File: config.mk
export PLATFORM = sky130hd
export DESIGN_NAME = prioritized_arbiter_input_queue
export DESIGN_NICKNAME = d
export VERILOG_FILES = /design/src/rtl/prioritized_arbiter_pkg.sv /design/src/rtl/prioritized_arbiter_fifo.sv /design/src/rtl/prioritized_arbiter_input_queue.sv
export SDC_FILE = /design/constraint.sdc
export NUM_CORES = 1
export LEC_CHECK = 0
export CORE_AREA = 2 2 169 88
export CTS_BUF_LIST = sky130_fd_sc_hd__clkbuf_2 sky130_fd_sc_hd__clkbuf_4 sky130_fd_sc_hd__clkbuf_8
export DETAILED_ROUTE_END_ITERATION = 6
export DIE_AREA = 0 0 171 90
export MAX_ROUTING_LAYER = met4
export PLACE_DENSITY = 0.72
export SETUP_SLACK_MARGIN = 0.4
export SYNTH_ARGS = -nofsm -noshare
export SYNTH_HDL_FRONTEND = slang
export SYNTH_SLANG_ARGS = --single-unit
File: constraint.sdc
create_clock -name clk -period 3.2 [get_ports clk]
set_input_delay 0.64 -clock clk [delete_from_list [all_inputs] [get_ports clk]]
set_output_delay 0.64 -clock clk [all_outputs]
set_load 0.02 [all_outputs]
File: src/rtl/prioritized_arbiter_pkg.sv
// Shared defaults for the prioritized arbiter and its input queue. Both blocks
// import these values so that their default instances agree.
//   DEFAULT_DATA_WIDTH       width of one data word
//   DEFAULT_NUMBER_OF_INPUTS number of arbitrated channels
//   DEFAULT_QUEUE_DEPTH      entries per channel FIFO (power of two, >= 2)
//   DEFAULT_PRIORITY         channel priority list, highest first
//   ptr_width()              FIFO pointer width for a given depth
package prioritized_arbiter_pkg;

  localparam int DEFAULT_DATA_WIDTH       = 8;
  localparam int DEFAULT_NUMBER_OF_INPUTS = 4;
  localparam int DEFAULT_QUEUE_DEPTH      = 4;

  localparam int DEFAULT_PRIORITY [DEFAULT_NUMBER_OF_INPUTS] = '{3, 1, 2, 0};

  // Pointer width for a FIFO of the given depth. It never returns less than
  // one bit, so that a degenerate depth still elaborates.
  function automatic int ptr_width(input int depth);
    return (depth <= 2) ? 1 : $clog2(depth);
  endfunction

endpackage

File: src/rtl/prioritized_arbiter_fifo.sv
// Single-channel synchronous FIFO that feeds one arbiter input.
//   clk, rst     clock and synchronous active-high reset (control state only)
//   push_data    write word
//   push_valid   write request
//   push_ready   space available; low while rst is high
//   pop          consume request (the arbiter grant bit)
//   head         word at the read pointer, forced to zero when empty
//   head_valid   FIFO non-empty
//   pop_err      pulse: pop requested while empty
module prioritized_arbiter_fifo
  import prioritized_arbiter_pkg::*;
#(
  parameter int data_width  = DEFAULT_DATA_WIDTH,
  parameter int queue_depth = DEFAULT_QUEUE_DEPTH
) (
  input  logic                  clk,
  input  logic                  rst,
  input  logic [data_width-1:0] push_data,
  input  logic                  push_valid,
  output logic                  push_ready,
  input  logic                  pop,
  output logic [data_width-1:0] head,
  output logic                  head_valid,
  output logic                  pop_err
);

  localparam int PW = ptr_width(queue_depth);
  localparam logic [PW:0] FULL_COUNT = (PW+1)'(queue_depth);

  logic [data_width-1:0] mem [queue_depth];
  logic [PW-1:0]         wr_ptr;
  logic [PW-1:0]         rd_ptr;
  logic [PW:0]           count;
  logic                  empty;
  logic                  full;
  logic                  do_push;
  logic                  do_pop;

  assign empty = (count == '0);
  assign full  = (count == FULL_COUNT);

  // Readiness uses the registered count only; a same-cycle pop does not make
  // room, so a full FIFO refuses a push even while it is being drained.
  assign push_ready = !rst && !full;
  assign do_push    = push_valid && push_ready;
  assign do_pop     = pop && !empty;
  assign pop_err    = pop && empty;

  assign head_valid = !empty;
  assign head       = empty ? '0 : mem[rd_ptr];

  always_ff @(posedge clk) begin
    if (rst) begin
      wr_ptr <= '0;
      rd_ptr <= '0;
      count  <= '0;
    end else begin
      if (do_push) wr_ptr <= wr_ptr + 1'b1;
      if (do_pop)  rd_ptr <= rd_ptr + 1'b1;
      case ({do_push, do_pop})
        2'b10:   count <= count + 1'b1;
        2'b01:   count <= count - 1'b1;
        default: count <= count;
      endcase
    end
  end

  // Storage is not reset; the head mask hides stale contents.
  always_ff @(posedge clk) begin
    if (do_push) mem[wr_ptr] <= push_data;
  end

endmodule

File: src/rtl/prioritized_arbiter_input_queue.sv
// Input buffering stage for the prioritized arbiter: one FIFO per channel,
// popped by the arbiter's grant so producers never see arbitration outcome.
//   clk, rst     clock and synchronous active-high reset
//   in_data      producer write data per channel
//   in_valid     producer write request per channel
//   in_ready     channel can accept a word this cycle (low during rst)
//   data         FIFO head per channel, zero when empty
//   selection    FIFO non-empty per channel
//   grant        bit i consumes the head of channel i this cycle
//   grant_error  sticky flag: a grant hit an empty channel since reset
module prioritized_arbiter_input_queue
  import prioritized_arbiter_pkg::*;
#(
  parameter int data_width       = DEFAULT_DATA_WIDTH,
  parameter int number_of_inputs = DEFAULT_NUMBER_OF_INPUTS,
  parameter int queue_depth      = DEFAULT_QUEUE_DEPTH
) (
  input  logic                                        clk,
  input  logic                                        rst,
  input  logic [number_of_inputs-1:0][data_width-1:0] in_data,
  input  logic [number_of_inputs-1:0]                 in_valid,
  output logic [number_of_inputs-1:0]                 in_ready,
  output logic [number_of_inputs-1:0][data_width-1:0] data,
  output logic [number_of_inputs-1:0]                 selection,
  input  logic [number_of_inputs-1:0]                 grant,
  output logic                                        grant_error
);

  logic [number_of_inputs-1:0] empty_grant;

  for (genvar i = 0; i < number_of_inputs; i++) begin : g_chan
    prioritized_arbiter_fifo #(
      .data_width  (data_width),
      .queue_depth (queue_depth)
    ) u_fifo (
      .clk        (clk),
      .rst        (rst),
      .push_data  (in_data[i]),
      .push_valid (in_valid[i]),
      .push_ready (in_ready[i]),
      .pop        (grant[i]),
      .head       (data[i]),
      .head_valid (selection[i]),
      .pop_err    (empty_grant[i])
    );
  end

  always_ff @(posedge clk) begin
    if (rst)               grant_error <= 1'b0;
    else if (|empty_grant) grant_error <= 1'b1;
  end

endmodule

# Word-level counts from Yosys, hierarchy flattened
# Memory sizes are Yosys's and may differ from the RTL's. A register that Yosys moved wholly into a read port is not among the register bits.
# Cells that the tools add are included.
[totals]
ramBits = 128
reg_bits = 29
memories = 4
output_inout_bits = 41
inputBits = 42
[op_classes]
n_addsub = 16
n_mux = 24
n_eq_ne = 12
reduce_logical = 34
[memory_table]
columns = ["name", "words", "width", "read_ports", "rd_ports_with_merged_regs", "wr", "line", "source"]
rows = [
  ["g_chan[0].u_fifo.mem", 4, 8, 1, 1, 1, "prioritized_arbiter_fifo.sv:30", "logic [data_width-1:0] mem [queue_depth];"],
  ["g_chan[1].u_fifo.mem", 4, 8, 1, 1, 1, "prioritized_arbiter_fifo.sv:30", ""],
  ["g_chan[2].u_fifo.mem", 4, 8, 1, 1, 1, "prioritized_arbiter_fifo.sv:30", ""],
  ["g_chan[3].u_fifo.mem", 4, 8, 1, 1, 1, "prioritized_arbiter_fifo.sv:30", ""],
]
[ops]
columns = ["op", "n"]
rows = [
  ["two-way mux 8 bit", 4],
  ["case mux 3 bit (2 select lines)", 4],
  ["adder 2 x 1 -> 2 bit, second input constant", 8],
  ["logical AND 1 bit", 16],
  ["two-way mux 2 bit", 8],
  ["adder 3 x 1 -> 3 bit, second input constant", 4],
  ["== test 3 bit, second input constant", 4],
  ["zero test 3 bit", 4],
  ["subtractor 3 x 1 -> 3 bit, second input constant", 4],
  ["zero test 1 bit", 9],
  ["== test 2 x 1 -> 1 bit, second input constant", 4],
  ["== test 2 bit, second input constant", 4],
  ["two-way mux 1 bit", 8],
  ["nonzero test 2 bit", 4],
  ["OR reduction 4 bit", 1],
]

# Longest topological paths before layout
# Gate-level depths: netlist of the first run.
[depth]
ltp_word = 6
ltp_mapped = 9
depth_no_buf = 9

# Hierarchy
# Synthesis of the first run repeated with hierarchy kept, for this count alone.
[unflattened]
cells_unflattened = 424
hier_area_um2 = 6895.4
[by_module_without_submodules]
columns = ["mod", "area_per_inst_um2", "cells_each", "instances", "seq_area_each_um2"]
rows = [
  ["prioritized_arbiter_fifo", 1715.4, 105, 4, 1141.1],
  ["prioritized_arbiter_input_queue", 33.8, 4, 1, 20.0],
]

# Worst setup path before layout of the first run
# OpenSTA, ideal clock, no wires.
[synth_path]
kind = "input to register"
startpoint = "input port rst"
endpoint = "register g_chan[2].u_fifo.count[2]"
required_time_ns = 3.130
setup_slack_ns = 0.984
arrival_time_ns = 2.146
path_stages = 9
cell_sequence = "buf_2 -> nor3b_4 -> inv_1 -> ha_1 -> inv_1 -> fa_1 -> xor2_1 -> or3_1 -> a21oi_1"
[synth_via]
elab_chain_len = 5
elab_cells_between_ends = 7
[synth_lines]
columns = ["element", "line", "source"]
rows = [
  ["start, declared", "prioritized_arbiter_input_queue.sv:19", "input logic rst,"],
  ["zero test 1 bit", "prioritized_arbiter_fifo.sv:44", "assign push_ready = !rst && !full;"],
  ["logical AND 1 bit", "prioritized_arbiter_fifo.sv:44", ""],
  ["logical AND 1 bit", "prioritized_arbiter_fifo.sv:45", "assign do_push = push_valid && push_ready;"],
  ["== test 2 x 1 -> 1 bit / == test 2 bit (equally long branches)", "prioritized_arbiter_fifo.sv:60", "case ({do_push, do_pop})"],
  ["case mux 3 bit (2 select lines) / nonzero test 2 bit (equally long branches)", "-", ""],
  ["end signal, assigned", "prioritized_arbiter_fifo.sv:61", "2'b10: count <= count + 1'b1;"],
  ["end signal, assigned", "prioritized_arbiter_fifo.sv:62", "2'b01: count <= count - 1'b1;"],
  ["end signal, assigned", "prioritized_arbiter_fifo.sv:63", "default: count <= count;"],
  ["end, declared", "prioritized_arbiter_fifo.sv:33", "logic [PW:0] count;"],
]
# Parallel ways exist; a longest one is shown, timed or not.
# A chain may end at the register's enable or synchronous reset.

==> impl_metrics.prom, run 1 <==
# TYPE chip_impl_metric gauge
chip_impl_info{name="worstSetupStartpointType",value="flip-flop"} 1
chip_impl_metric{name="synth-seq-cells",unit=""} 165
chip_impl_metric{name="hold_buffers",unit=""} 0
chip_impl_info{name="worstReg2RegEnd",value="g_chan[3].u_fifo.count[2]"} 1
chip_impl_metric{name="synth-async-reset-ratio",unit=""} 0
chip_impl_metric{name="num_io_pins",unit=""} 83
chip_impl_metric{name="fp.dieH",unit="um"} 90
chip_impl_info{name="clk_root_buffer_cell",value="clkbuf_8"} 1
chip_impl_metric{name="clock_sinks",unit=""} 165
chip_impl_metric{name="antenna_left",unit=""} 0
chip_impl_metric{name="clock-skew-final",unit="ns"} 0.0140
chip_impl_metric{name="total_power_per_unit_cell_area",unit="nW/um^2"} 767
chip_impl_info{name="hold_path_class",value="flip-flop to flip-flop"} 1
chip_impl_metric{name="portBuffers",unit=""} 82
chip_impl_info{name="critical_path.top_delay_family",value="buffers and inverters"} 1
chip_impl_metric{name="slew-limit-headroom",unit=""} 0.571
chip_impl_metric{name="post_drt_wl_per_cell",unit="um"} 17.0
chip_impl_metric{name="die-width",unit="um"} 171
chip_impl_metric{name="area_growth_syn_to_layout",unit="%"} 21.0
chip_impl_metric{name="cts.clk_slew.worst_paths",unit="ns"} 0.08
chip_impl_metric{name="post_synth_instance_area",unit="um^2"} 6880
chip_impl_metric{name="netlist_instances",unit=""} 421
chip_impl_metric{name="remaining_drc_errors",unit=""} 0
chip_impl_metric{name="drive_gt1_frac",unit=""} 0.175
chip_impl_metric{name="grt_usage",unit=""} 0.176
chip_impl_metric{name="via_count_of_the_first_global_routing_pass",unit=""} 3743
chip_impl_info{name="cts_tree",value="done"} 1
chip_impl_metric{name="detailroute.via_count",unit=""} 3603
chip_impl_metric{name="ys_types",unit=""} 26
chip_impl_metric{name="placement_rows",unit=""} 31
chip_impl_metric{name="period_share",unit=""} 0.847
chip_impl_info{name="final_cell_mix",value="edfxtp_1 (128), clkdlybuf4s50_1 (60), inv_1 (33)"} 1
chip_impl_metric{name="max-clock-path-buffers",unit=""} 2
chip_impl_metric{name="pin_count_of_the_biggest_net_entering_global_routing",unit=""} 26
chip_impl_metric{name="setup_slack",unit="ns"} 0.490
chip_impl_metric{name="globalRoute.totalOverflow",unit=""} 0
chip_impl_info{name="status",value="completed"} 1
chip_impl_info{name="timing.hold.worst_endpoint",value="g_chan[3].u_fifo.wr_ptr[0]"} 1
chip_impl_metric{name="antenna-diode-count",unit=""} 0
chip_impl_metric{name="worst_skew_pair.late_latency",unit="ns"} 0.44
chip_impl_metric{name="dpl.hpwl",unit="mm"} 8.39
chip_impl_info{name="path_cells",value="mux4_2 > nor2b_1 > clkdlybuf4s50_1"} 1
chip_impl_metric{name="r2r.worst_path.cells",unit=""} 9
chip_impl_metric{name="setup_viol",unit=""} 0
chip_impl_metric{name="ys.warnings.count",unit=""} 0
chip_impl_metric{name="firstDrtPassIters",unit=""} 4
chip_impl_metric{name="fin_util",unit=""} 0.593
chip_impl_metric{name="final_nets",unit=""} 578
chip_impl_metric{name="seq_area_frac_synth",unit=""} 0.667
chip_impl_metric{name="initial_utilization",unit=""} 0.490
chip_impl_metric{name="die-area",unit="um^2"} 15400
chip_impl_metric{name="dp_worst_setup_slack",unit="ns"} 0.465
chip_impl_info{name="critical_path.slowest_cell",value="clkdlybuf4s50_1"} 1
chip_impl_metric{name="antenna_violations_before_repair",unit=""} 0
chip_impl_metric{name="number_of_pins_exceeding_their_max_slew_limit_in_the_final_report",unit=""} 0
chip_impl_metric{name="worstPathBufferInverterCount",unit=""} 1
chip_impl_metric{name="numPlacedInstances",unit=""} 683
chip_impl_metric{name="critical_path_peak_fanout",unit=""} 8
chip_impl_metric{name="gp_congestion",unit=""} 0.717
chip_impl_info{name="rsz0062_at_grt",value="no"} 1
chip_impl_metric{name="critPathMaxStageDelay",unit="ns"} 0.54
chip_impl_metric{name="final.setup.tns",unit="ns"} 0
chip_impl_metric{name="postSynthNetCount",unit=""} 487
chip_impl_metric{name="required_time_of_the_worst_setup_path",unit="ns"} 2.56
chip_impl_metric{name="grt_pass1_wl",unit="mm"} 19.5
chip_impl_info{name="cp-end-kind",value="output port"} 1
chip_impl_info{name="mostFrequentLayoutCell",value="edfxtp_1"} 1
chip_impl_metric{name="synth-edff-count",unit=""} 128
chip_impl_metric{name="detailedRoute.firstIterationViolations",unit=""} 194
chip_impl_metric{name="max_cap_violations",unit=""} 0
chip_impl_metric{name="min_delay_path_depth",unit=""} 2
chip_impl_metric{name="core-area",unit="um^2"} 14000
chip_impl_metric{name="post-route-min-period",unit="ns"} 2.71
chip_impl_metric{name="routed_wl",unit="mm"} 12.3
chip_impl_metric{name="layoutNonFillerInstCount",unit=""} 723
chip_impl_metric{name="ctsHtreeMaxLevel",unit=""} 4
chip_impl_metric{name="worst-slew-pin-transition",unit="ns"} 0.643
chip_impl_metric{name="crit_arrival",unit="ns"} 2.07
chip_impl_metric{name="timing_hold_violations_final",unit=""} 0
chip_impl_metric{name="drt-vias-per-instance",unit=""} 4.98
chip_impl_info{name="postSynth.topFlopCell",value="edfxtp_1"} 1
chip_impl_metric{name="static-leakage-power",unit="nW"} 3.12
chip_impl_metric{name="rrSetupSlack",unit="ns"} 0.88
chip_impl_metric{name="fmaxAchievable",unit="GHz"} 0.369
chip_impl_metric{name="largest_voltage_drop_on_the_vdd_net",unit="V"} 0.000284
chip_impl_info{name="critical_path_class",value="flip-flop to output port"} 1
chip_impl_info{name="reg2reg_start",value="g_chan[3].u_fifo.count[2]"} 1
chip_impl_metric{name="number_of_buffers_created_by_cts",unit=""} 17
chip_impl_metric{name="synthesis.area_per_instance",unit="um^2"} 16.3
chip_impl_info{name="beginning_of_the_worst_hold_path",value="g_chan[3].u_fifo.wr_ptr[0]"} 1
## layer usage
layer | track usage | part of all wire | wire length [um] | vias up
li1 | - | - | - | 1714
met1 | 0.245 | 0.49 | 5960 | 1801
met2 | 0.258 | 0.46 | 5600 | 78
met3 | 0.0476 | 0.051 | 625 | 10
met4 | 0.0487 | 0.0078 | 96 | 0
met5 | - | 0 | 0 | -
## synthesized netlist by cell type (2+ instances only)
| master | n | share of area |
|---|---|---|
| o31ai_1 | 4 | 0.0044 |
| or3_1 | 4 | 0.0036 |
| nor2_1 | 32 | 0.017 |
| xor2_1 | 16 | 0.020 |
| dfxtp_1 | 37 | 0.11 |
| mux2_1 | 4 | 0.0065 |
| o311ai_1 | 4 | 0.0051 |
| nor3_2 | 4 | 0.0058 |
| ha_1 | 20 | 0.036 |
| buf_2 | 6 | 0.0044 |
| and2b_1 | 2 | 0.0022 |
| fa_1 | 4 | 0.012 |
| clkbuf_1 | 4 | 0.0022 |
| o21ai_0 | 4 | 0.0029 |
| mux4_2 | 32 | 0.10 |
| buf_4 | 10 | 0.011 |
| edfxtp_1 | 128 | 0.56 |
| nor3b_4 | 4 | 0.011 |
| nand2_1 | 4 | 0.0022 |
| and2_1 | 16 | 0.015 |
| a21oi_1 | 10 | 0.0073 |
| nor3b_2 | 4 | 0.0073 |
| mux2i_1 | 4 | 0.0058 |
| nor2b_1 | 30 | 0.027 |
| inv_1 | 33 | 0.018 |
## layout make-up
cell class / instances / area [um^2]
Clock inverter: 14 / 118
Multi-Input combinational cell: 203 / 2070
Tap cell: 198 / 248
Sequential cell: 165 / 4600
Timing Repair Buffer: 92 / 921
Fill cell: 1094 / 5720
Clock buffer: 18 / 241
Inverter: 33 / 124
## flip-flops by register name, indices dropped and copies added, names as in the netlist, named ones only
name                  flops
g_chan.u_fifo.count      12
grant_error               1
g_chan.u_fifo.wr_ptr      8
g_chan.u_fifo.mem       128
g_chan.u_fifo.rd_ptr      8
## worst min-delay path: stages, from the launching register on
cell and delay (ns):
dfxtp_1 0.35, nand2_1 0.07, mux2i_1 0.06
## cell families after synthesis
family                     after synthesis  share of synthesized area
DFF                                    165                      0.667
and+or+nand+nor                        100                     0.0913
buffers and inverters                   53                     0.0355
muxes                                   40                      0.117
adders and majority gates               24                     0.0480
AOI/OAI and AO/OA                       23                     0.0211
xor gates and xnor gates                16                     0.0204
## timing repair
action | in CTS | in global routing
endpoints found under the setup margin | 34 | 24
resized for setup | 17 | 17
pin swaps | 1 | 0
setup buffers | 4 | 4
## through the flow
stage / instance area, um^2 / power, mW / hold WS [ns]
floorplan: 6880 / 4.22 / 0.475
global placement: 7840 / 4.94 / 0.488
detailed placement: 7840 / 5.01 / 0.506
CTS: 8250 / 6.44 / 0.526
global route: 8320 / 6.76 / 0.552
finish: 8320 / 6.38 / 0.523
## where the power goes
part           internal, mW  switching, mW
sequential             2.56          0.294
clock                 0.570          0.798
combinational          1.11           1.05
## worst max path at each step
stage / to / slack [ns] / from / cells after the start
2_1_floorplan: g_chan[2].u_fifo.count[2] / 0.98 / rst / 9
3_3_place_gp: g_chan[1].u_fifo.count[2] / 0.49 / grant[1] / 9
3_5_place_dp: g_chan[2].u_fifo.count[2] / 0.46 / rst / 9
4_1_cts: data[1] / 0.36 / flip-flop / 3
5_1_grt: data[10] / 0.40 / flip-flop / 3
6_report: data[18] / 0.49 / flip-flop / 3
(Power assumes the default switching activity.)
==> inputs of run 2 (changes only) <==
--- a/config.mk
+++ b/config.mk
@@ -10,7 +10,7 @@
 export DETAILED_ROUTE_END_ITERATION = 6
 export DIE_AREA = 0 0 171 90
 export MAX_ROUTING_LAYER = met4
-export PLACE_DENSITY = 0.72
+export PLACE_DENSITY = 0.75
 export SETUP_SLACK_MARGIN = 0.4
 export SYNTH_ARGS = -nofsm -noshare
 export SYNTH_HDL_FRONTEND = slang
==> constraint.sdc (replaced) <==
create_clock -name clk -period 2.2 [get_ports clk]
set_input_delay 0.44 -clock clk [delete_from_list [all_inputs] [get_ports clk]]
set_output_delay 0.44 -clock clk [all_outputs]
set_load 0.02 [all_outputs]
==> impl_metrics.prom, run 2 (synthesized netlist as in run 1, its figures left out) <==
# TYPE chip_impl_metric gauge
chip_impl_metric{name="drive_gt1_frac",unit=""} 0.472
chip_impl_metric{name="critPathMaxStageDelay",unit="ns"} 0.48
chip_impl_metric{name="setup_viol",unit=""} 0
chip_impl_metric{name="die-area",unit="um^2"} 15400
chip_impl_metric{name="detailroute.via_count",unit=""} 4073
chip_impl_metric{name="antenna-diode-count",unit=""} 0
chip_impl_metric{name="worst_hold_slack",unit="ns"} 0.389
chip_impl_metric{name="die-width",unit="um"} 171
chip_impl_metric{name="number_of_pins_exceeding_their_max_slew_limit_in_the_final_report",unit=""} 0
chip_impl_info{name="status",value="completed"} 1
chip_impl_metric{name="post-route-min-period",unit="ns"} 2.16
chip_impl_metric{name="firstDrtPassIters",unit=""} 4
chip_impl_info{name="clk_root_buffer_cell",value="clkbuf_8"} 1
chip_impl_metric{name="portBuffers",unit=""} 82
chip_impl_metric{name="final_nets",unit=""} 657
chip_impl_metric{name="switching_share",unit=""} 0.329
chip_impl_metric{name="n_fill_cell",unit=""} 928
chip_impl_metric{name="routed_wl",unit="mm"} 14.1
chip_impl_metric{name="period_share",unit=""} 0.980
chip_impl_metric{name="ctsHtreeMaxLevel",unit=""} 4
chip_impl_metric{name="globalRoute.totalOverflow",unit=""} 0
chip_impl_metric{name="p_total",unit="mW"} 11.5
chip_impl_metric{name="antenna_violations_before_repair",unit=""} 0
chip_impl_metric{name="pin_count_of_the_biggest_net_entering_global_routing",unit=""} 22
chip_impl_metric{name="static-leakage-power",unit="nW"} 3.57
chip_impl_metric{name="core-area",unit="um^2"} 14000
chip_impl_metric{name="grt_pass1_wl",unit="mm"} 21.9
chip_impl_metric{name="initial_utilization",unit=""} 0.490
chip_impl_metric{name="largest_reg_flops",unit=""} 128
chip_impl_metric{name="antenna_left",unit=""} 0
chip_impl_info{name="hold_path_class",value="primary input to flip-flop"} 1
chip_impl_metric{name="total_power_per_unit_cell_area",unit="nW/um^2"} 1190
chip_impl_info{name="rsz0062_at_grt",value="yes"} 1
chip_impl_info{name="critical_path_class",value="flip-flop to output port"} 1
chip_impl_metric{name="setup_slack",unit="ns"} 0.0448
chip_impl_metric{name="clock_sinks",unit=""} 165
chip_impl_metric{name="layoutNonFillerInstCount",unit=""} 802
chip_impl_metric{name="post_drt_wl_per_cell",unit="um"} 17.6
chip_impl_info{name="critical_path.top_delay_family",value="multiplexers"} 1
chip_impl_metric{name="slew-limit-headroom",unit=""} 0.608
chip_impl_info{name="cts_tree",value="done"} 1
chip_impl_metric{name="crit_arrival",unit="ns"} 1.72
chip_impl_metric{name="numPlacedInstances",unit=""} 727
chip_impl_metric{name="max-clock-path-buffers",unit=""} 2
chip_impl_metric{name="gp_congestion",unit=""} 0.729
chip_impl_metric{name="timing_hold_violations_final",unit=""} 0
chip_impl_metric{name="dpl.hpwl",unit="mm"} 9.01
chip_impl_metric{name="num_io_pins",unit=""} 83
chip_impl_metric{name="worstPathBufferInverterCount",unit=""} 2
chip_impl_metric{name="cell_internal_pwr",unit="mW"} 7.70
chip_impl_info{name="worstSetupStartpointType",value="flip-flop"} 1
chip_impl_metric{name="placement_rows",unit=""} 31
chip_impl_info{name="register_ranked_first_by_flip_flop_count",value="g_chan.u_fifo.mem"} 1
chip_impl_metric{name="critical_path_peak_fanout",unit=""} 8
chip_impl_metric{name="required_time_of_the_worst_setup_path",unit="ns"} 1.76
chip_impl_info{name="mostFrequentLayoutCell",value="edfxtp_1"} 1
chip_impl_metric{name="dp_worst_setup_slack",unit="ns"} -0.188
chip_impl_metric{name="fin_util",unit=""} 0.686
chip_impl_metric{name="fp.dieH",unit="um"} 90
chip_impl_metric{name="number_of_buffers_created_by_cts",unit=""} 17
chip_impl_info{name="cp-end-kind",value="output port"} 1
chip_impl_info{name="registers_with_the_highest_flip_flop_counts",value="g_chan.u_fifo.mem (128), g_chan.u_fifo.count (12)"} 1
chip_impl_metric{name="power.share.sequential",unit=""} 0.350
chip_impl_metric{name="via_count_of_the_first_global_routing_pass",unit=""} 4279
chip_impl_metric{name="combPwrFrac",unit=""} 0.460
chip_impl_metric{name="fmaxAchievable",unit="GHz"} 0.464
chip_impl_info{name="critical_path.slowest_cell",value="mux4_2"} 1
chip_impl_metric{name="worst_skew_pair.late_latency",unit="ns"} 0.44
chip_impl_metric{name="hold_buffers",unit=""} 0
chip_impl_metric{name="drt-vias-per-instance",unit=""} 5.08
chip_impl_metric{name="grt_usage",unit=""} 0.195
chip_impl_metric{name="clock-skew-final",unit="ns"} 0.00975
chip_impl_metric{name="postLayoutCellArea",unit="um^2"} 9630
chip_impl_metric{name="net-switching-power",unit="mW"} 3.77
chip_impl_metric{name="pwr-share-clk",unit=""} 0.190
chip_impl_metric{name="max_cap_violations",unit=""} 0
chip_impl_metric{name="cts.clk_slew.worst_paths",unit="ns"} 0.09
chip_impl_metric{name="largest_voltage_drop_on_the_vdd_net",unit="V"} 0.000422
chip_impl_info{name="final_cell_mix",value="edfxtp_1 (128), buf_4 (66), buf_6 (45)"} 1
chip_impl_metric{name="remaining_drc_errors",unit=""} 0
chip_impl_metric{name="worst-slew-pin-transition",unit="ns"} 0.588
chip_impl_metric{name="area_growth_syn_to_layout",unit="%"} 39.9
chip_impl_metric{name="dpl-instance-area",unit="um^2"} 8360
chip_impl_metric{name="final.setup.tns",unit="ns"} 0
chip_impl_metric{name="detailedRoute.firstIterationViolations",unit=""} 189
chip_impl_info{name="path_cells",value="buf_12 > mux4_2 > and2b_1 > buf_6"} 1
[run 2: cell count changes in the layout (fill, tap and decap cells not counted), sizes merged]
cell / change
inv: -4
dlymetal6s2s: -15
clkdlybuf4s50: -20
dlygate4sd2: -5
bufinv: +2
clkinvlp: +1
buf: +119
clkbuf: +1
[run 2: repair_timing]
action,4_1_cts,5_1_grt
setup buffers,34,9
endpoints found under the setup margin,49,48
pin swaps,10,10
gates resized for setup,252,94
[run 2: metal layers]
layer	share of wire	vias to the layer above	GRT usage
li1	-	1872	-
met1	0.44	2079	0.253
met2	0.50	107	0.310
met3	0.053	15	0.0502
met4	0.0097	0	0.0459
met5	0	-	-
[run 2: worst paths after layout]
| kind | startpoint | endpoint | slack [ns] | cells past startpoint |
|---|---|---|---|---|
| max | flip-flop | data[15] | 0.04 | 4 |
| min | rst | g_chan[2].u_fifo.count[2] | 0.39 | 3 |
| max reg2reg | g_chan[0].u_fifo.count[1] | g_chan[0].u_fifo.count[2] | 0.13 | 9 |
| min reg2reg | g_chan[3].u_fifo.wr_ptr[0] | g_chan[3].u_fifo.wr_ptr[0] | 0.52 | 2 |
[run 2: power by group through the flow]
stage / clock network, mW / logic [mW] / registers (mW)
2_1_floorplan: 0 / 2.22 / 3.99
3_3_place_gp: 0 / 3.60 / 4.04
3_5_place_dp: 0 / 3.70 / 4.08
4_1_cts: 2.23 / 4.59 / 4.01
5_1_grt: 2.37 / 5.64 / 4.05
6_report: 2.18 / 5.28 / 4.01
[run 2: final cells by class]
type                            count  area [um^2]  area share
Clock buffer                       19          249      0.0259
Clock inverter                     13          149      0.0155
Tap cell                          198          248      0.0257
Multi-Input combinational cell    203         2460       0.256
Sequential cell                   165         4630       0.481
Timing Repair Buffer              171         1760       0.183
Inverter                           33          124      0.0129
[run 2: worst min-delay path: stages]
cell and delay, ns:
buf_2 0.10, buf_12 0.19, a21oi_2 0.04
==> inputs of run 3 (changes only) <==
--- a/config.mk
+++ b/config.mk
@@ -5,6 +5,7 @@
 export SDC_FILE = /design/constraint.sdc
 export NUM_CORES = 1
 export LEC_CHECK = 0
+export CAP_MARGIN = 15
 export CORE_AREA = 2 2 169 88
 export CTS_BUF_LIST = sky130_fd_sc_hd__clkbuf_2 sky130_fd_sc_hd__clkbuf_4 sky130_fd_sc_hd__clkbuf_8
 export DETAILED_ROUTE_END_ITERATION = 6
==> results of run 3 <==
Same layout as run 2: the final DEF is identical, and so are final timing and power.
==> RTL edit (flow settings as in run 1) <==
`DEFAULT_QUEUE_DEPTH`: 4 -> 2.
--- a/src/rtl/prioritized_arbiter_pkg.sv
+++ b/src/rtl/prioritized_arbiter_pkg.sv
@@ -11,3 +11,3 @@
   localparam int DEFAULT_NUMBER_OF_INPUTS = 4;
-  localparam int DEFAULT_QUEUE_DEPTH      = 4;
+  localparam int DEFAULT_QUEUE_DEPTH      = 2;
 
Function: changed (Yosys sat finds a counterexample within 4 cycles, from zero or initial values and one cycle with rst high).
==> RTL edit against run 1 <==
- via count is 41% lower
- die area stayed put
- critical endpoint is now in_ready[3]
- critical path depth is 1 higher
- wire length is 45% lower
- sequential cell count is 80 lower
- area after synthesis is 49% lower
- design area is 44% lower
- clock skew is 0.0033 ns lower
- first-iteration DRC count is 60% lower
- power is 44% lower
- setup slack better by 0.0028 ns
==> RTL edit: results (changes against run 1) <==
{
  "run_status": "complete, no violations",
  "final.fill_count": {"value": 1414, "change": "+29%"},
  "seq_pwr": {"value": 1.47, "unit": "mW", "change": "-49%"},
  "finClkSkew": {"value": 0.0108, "unit": "ns", "change": "-0.00328 ns"},
  "muxShareOfSynthArea": {"value": 9.20, "unit": "%", "change": "-2.5 points"},
  "drt_first_iter_violations": {"value": 77, "change": "-60%"},
  "hold-worst-slack": {"value": 0.491, "unit": "ns", "change": "-0.0323 ns"},
  "synth_enable_flop_cells": {"value": 64, "change": "-50%"},
  "synth.top_cells.by_count": "sky130_fd_sc_hd__edfxtp_1, sky130_fd_sc_hd__nor2_1, sky130_fd_sc_hd__mux2i_1",
  "post_cts_buffers": {"value": 0, "change": "-4"},
  "worstReg2RegEnd": "g_chan[2].u_fifo.count[1]",
  "route.layer.met1.wl": {"value": 3.36, "unit": "mm", "change": "-44%"},
  "h-tree-depth": {"value": 3, "change": "-1"},
  "gr-usage-met3": {"value": 3.65, "unit": "%", "change": "-1.1 points"},
  "reg2reg_setup_slack": {"value": 1.33, "unit": "ns", "change": "+0.45 ns"},
  "gr-usage-all-layers": {"value": 9.35, "unit": "%", "change": "-8.3 points"},
  "synth_sequential_area_ratio": {"value": 67.3, "unit": "%", "change": "+0.64 points"},
  "reg_top3": "g_chan.u_fifo.mem: 64 flops, g_chan.u_fifo.count: 8 flops",
  "grt_pass1_vias": {"value": 2212, "change": "-41%"},
  "detailroute.via_count": {"value": 2136, "change": "-41%"},
  "route.met2.wl": {"value": 3.00, "unit": "mm", "change": "-46%"},
  "yosys-top-cells-area": "sky130_fd_sc_hd__edfxtp_1, sky130_fd_sc_hd__dfxtp_1, sky130_fd_sc_hd__mux2i_1",
  "synth_xor_xnor_area_share": {"value": 3.02, "unit": "%", "change": "+0.98 points"},
  "critPathMaxFanout": {"value": 37, "change": "+29"},
  "layout.nets": {"value": 384, "change": "-34%"},
  "dp_hpwl": {"value": 5.03, "unit": "mm", "change": "-40%"}
}
[RTL edit: cell type report]
class	instances	area share, %
clock buffers	11	2.96
clock inverters	5	2.11
inverters	16	1.28
multi-input cells	143	20.4
flip-flops and latches	85	50.0
well taps	198	5.29
repair buffers	83	17.9
[RTL edit: cell families after synthesis]
kind of cell             after synthesis
multiplexers                          32
buffers and inverters                 32
AND/OR/NAND/NOR                       72
flip-flops                            85
adder cells (fa/ha/maj)                4
XOR/XNOR                              12
AO/OA/AOI/OAI                         23
[RTL edit: metrics by stage]
stage	utilization [%]	std cells	area, um2	setup WS (ns)
after floorplan	-	260	3480	1.00
after global routing	33.4	541	4690	0.437
final	33.4	541	4690	0.493
after global placement	31.6	525	4440	0.535
after CTS	33.3	541	4680	0.465
after detailed placement	31.6	525	4440	0.512
[RTL edit: repair_timing]
item                                   in CTS  in global routing
gates resized for setup                     1                  2
endpoints found under the hold margin       0                  0
setup endpoints to repair                   5                 12
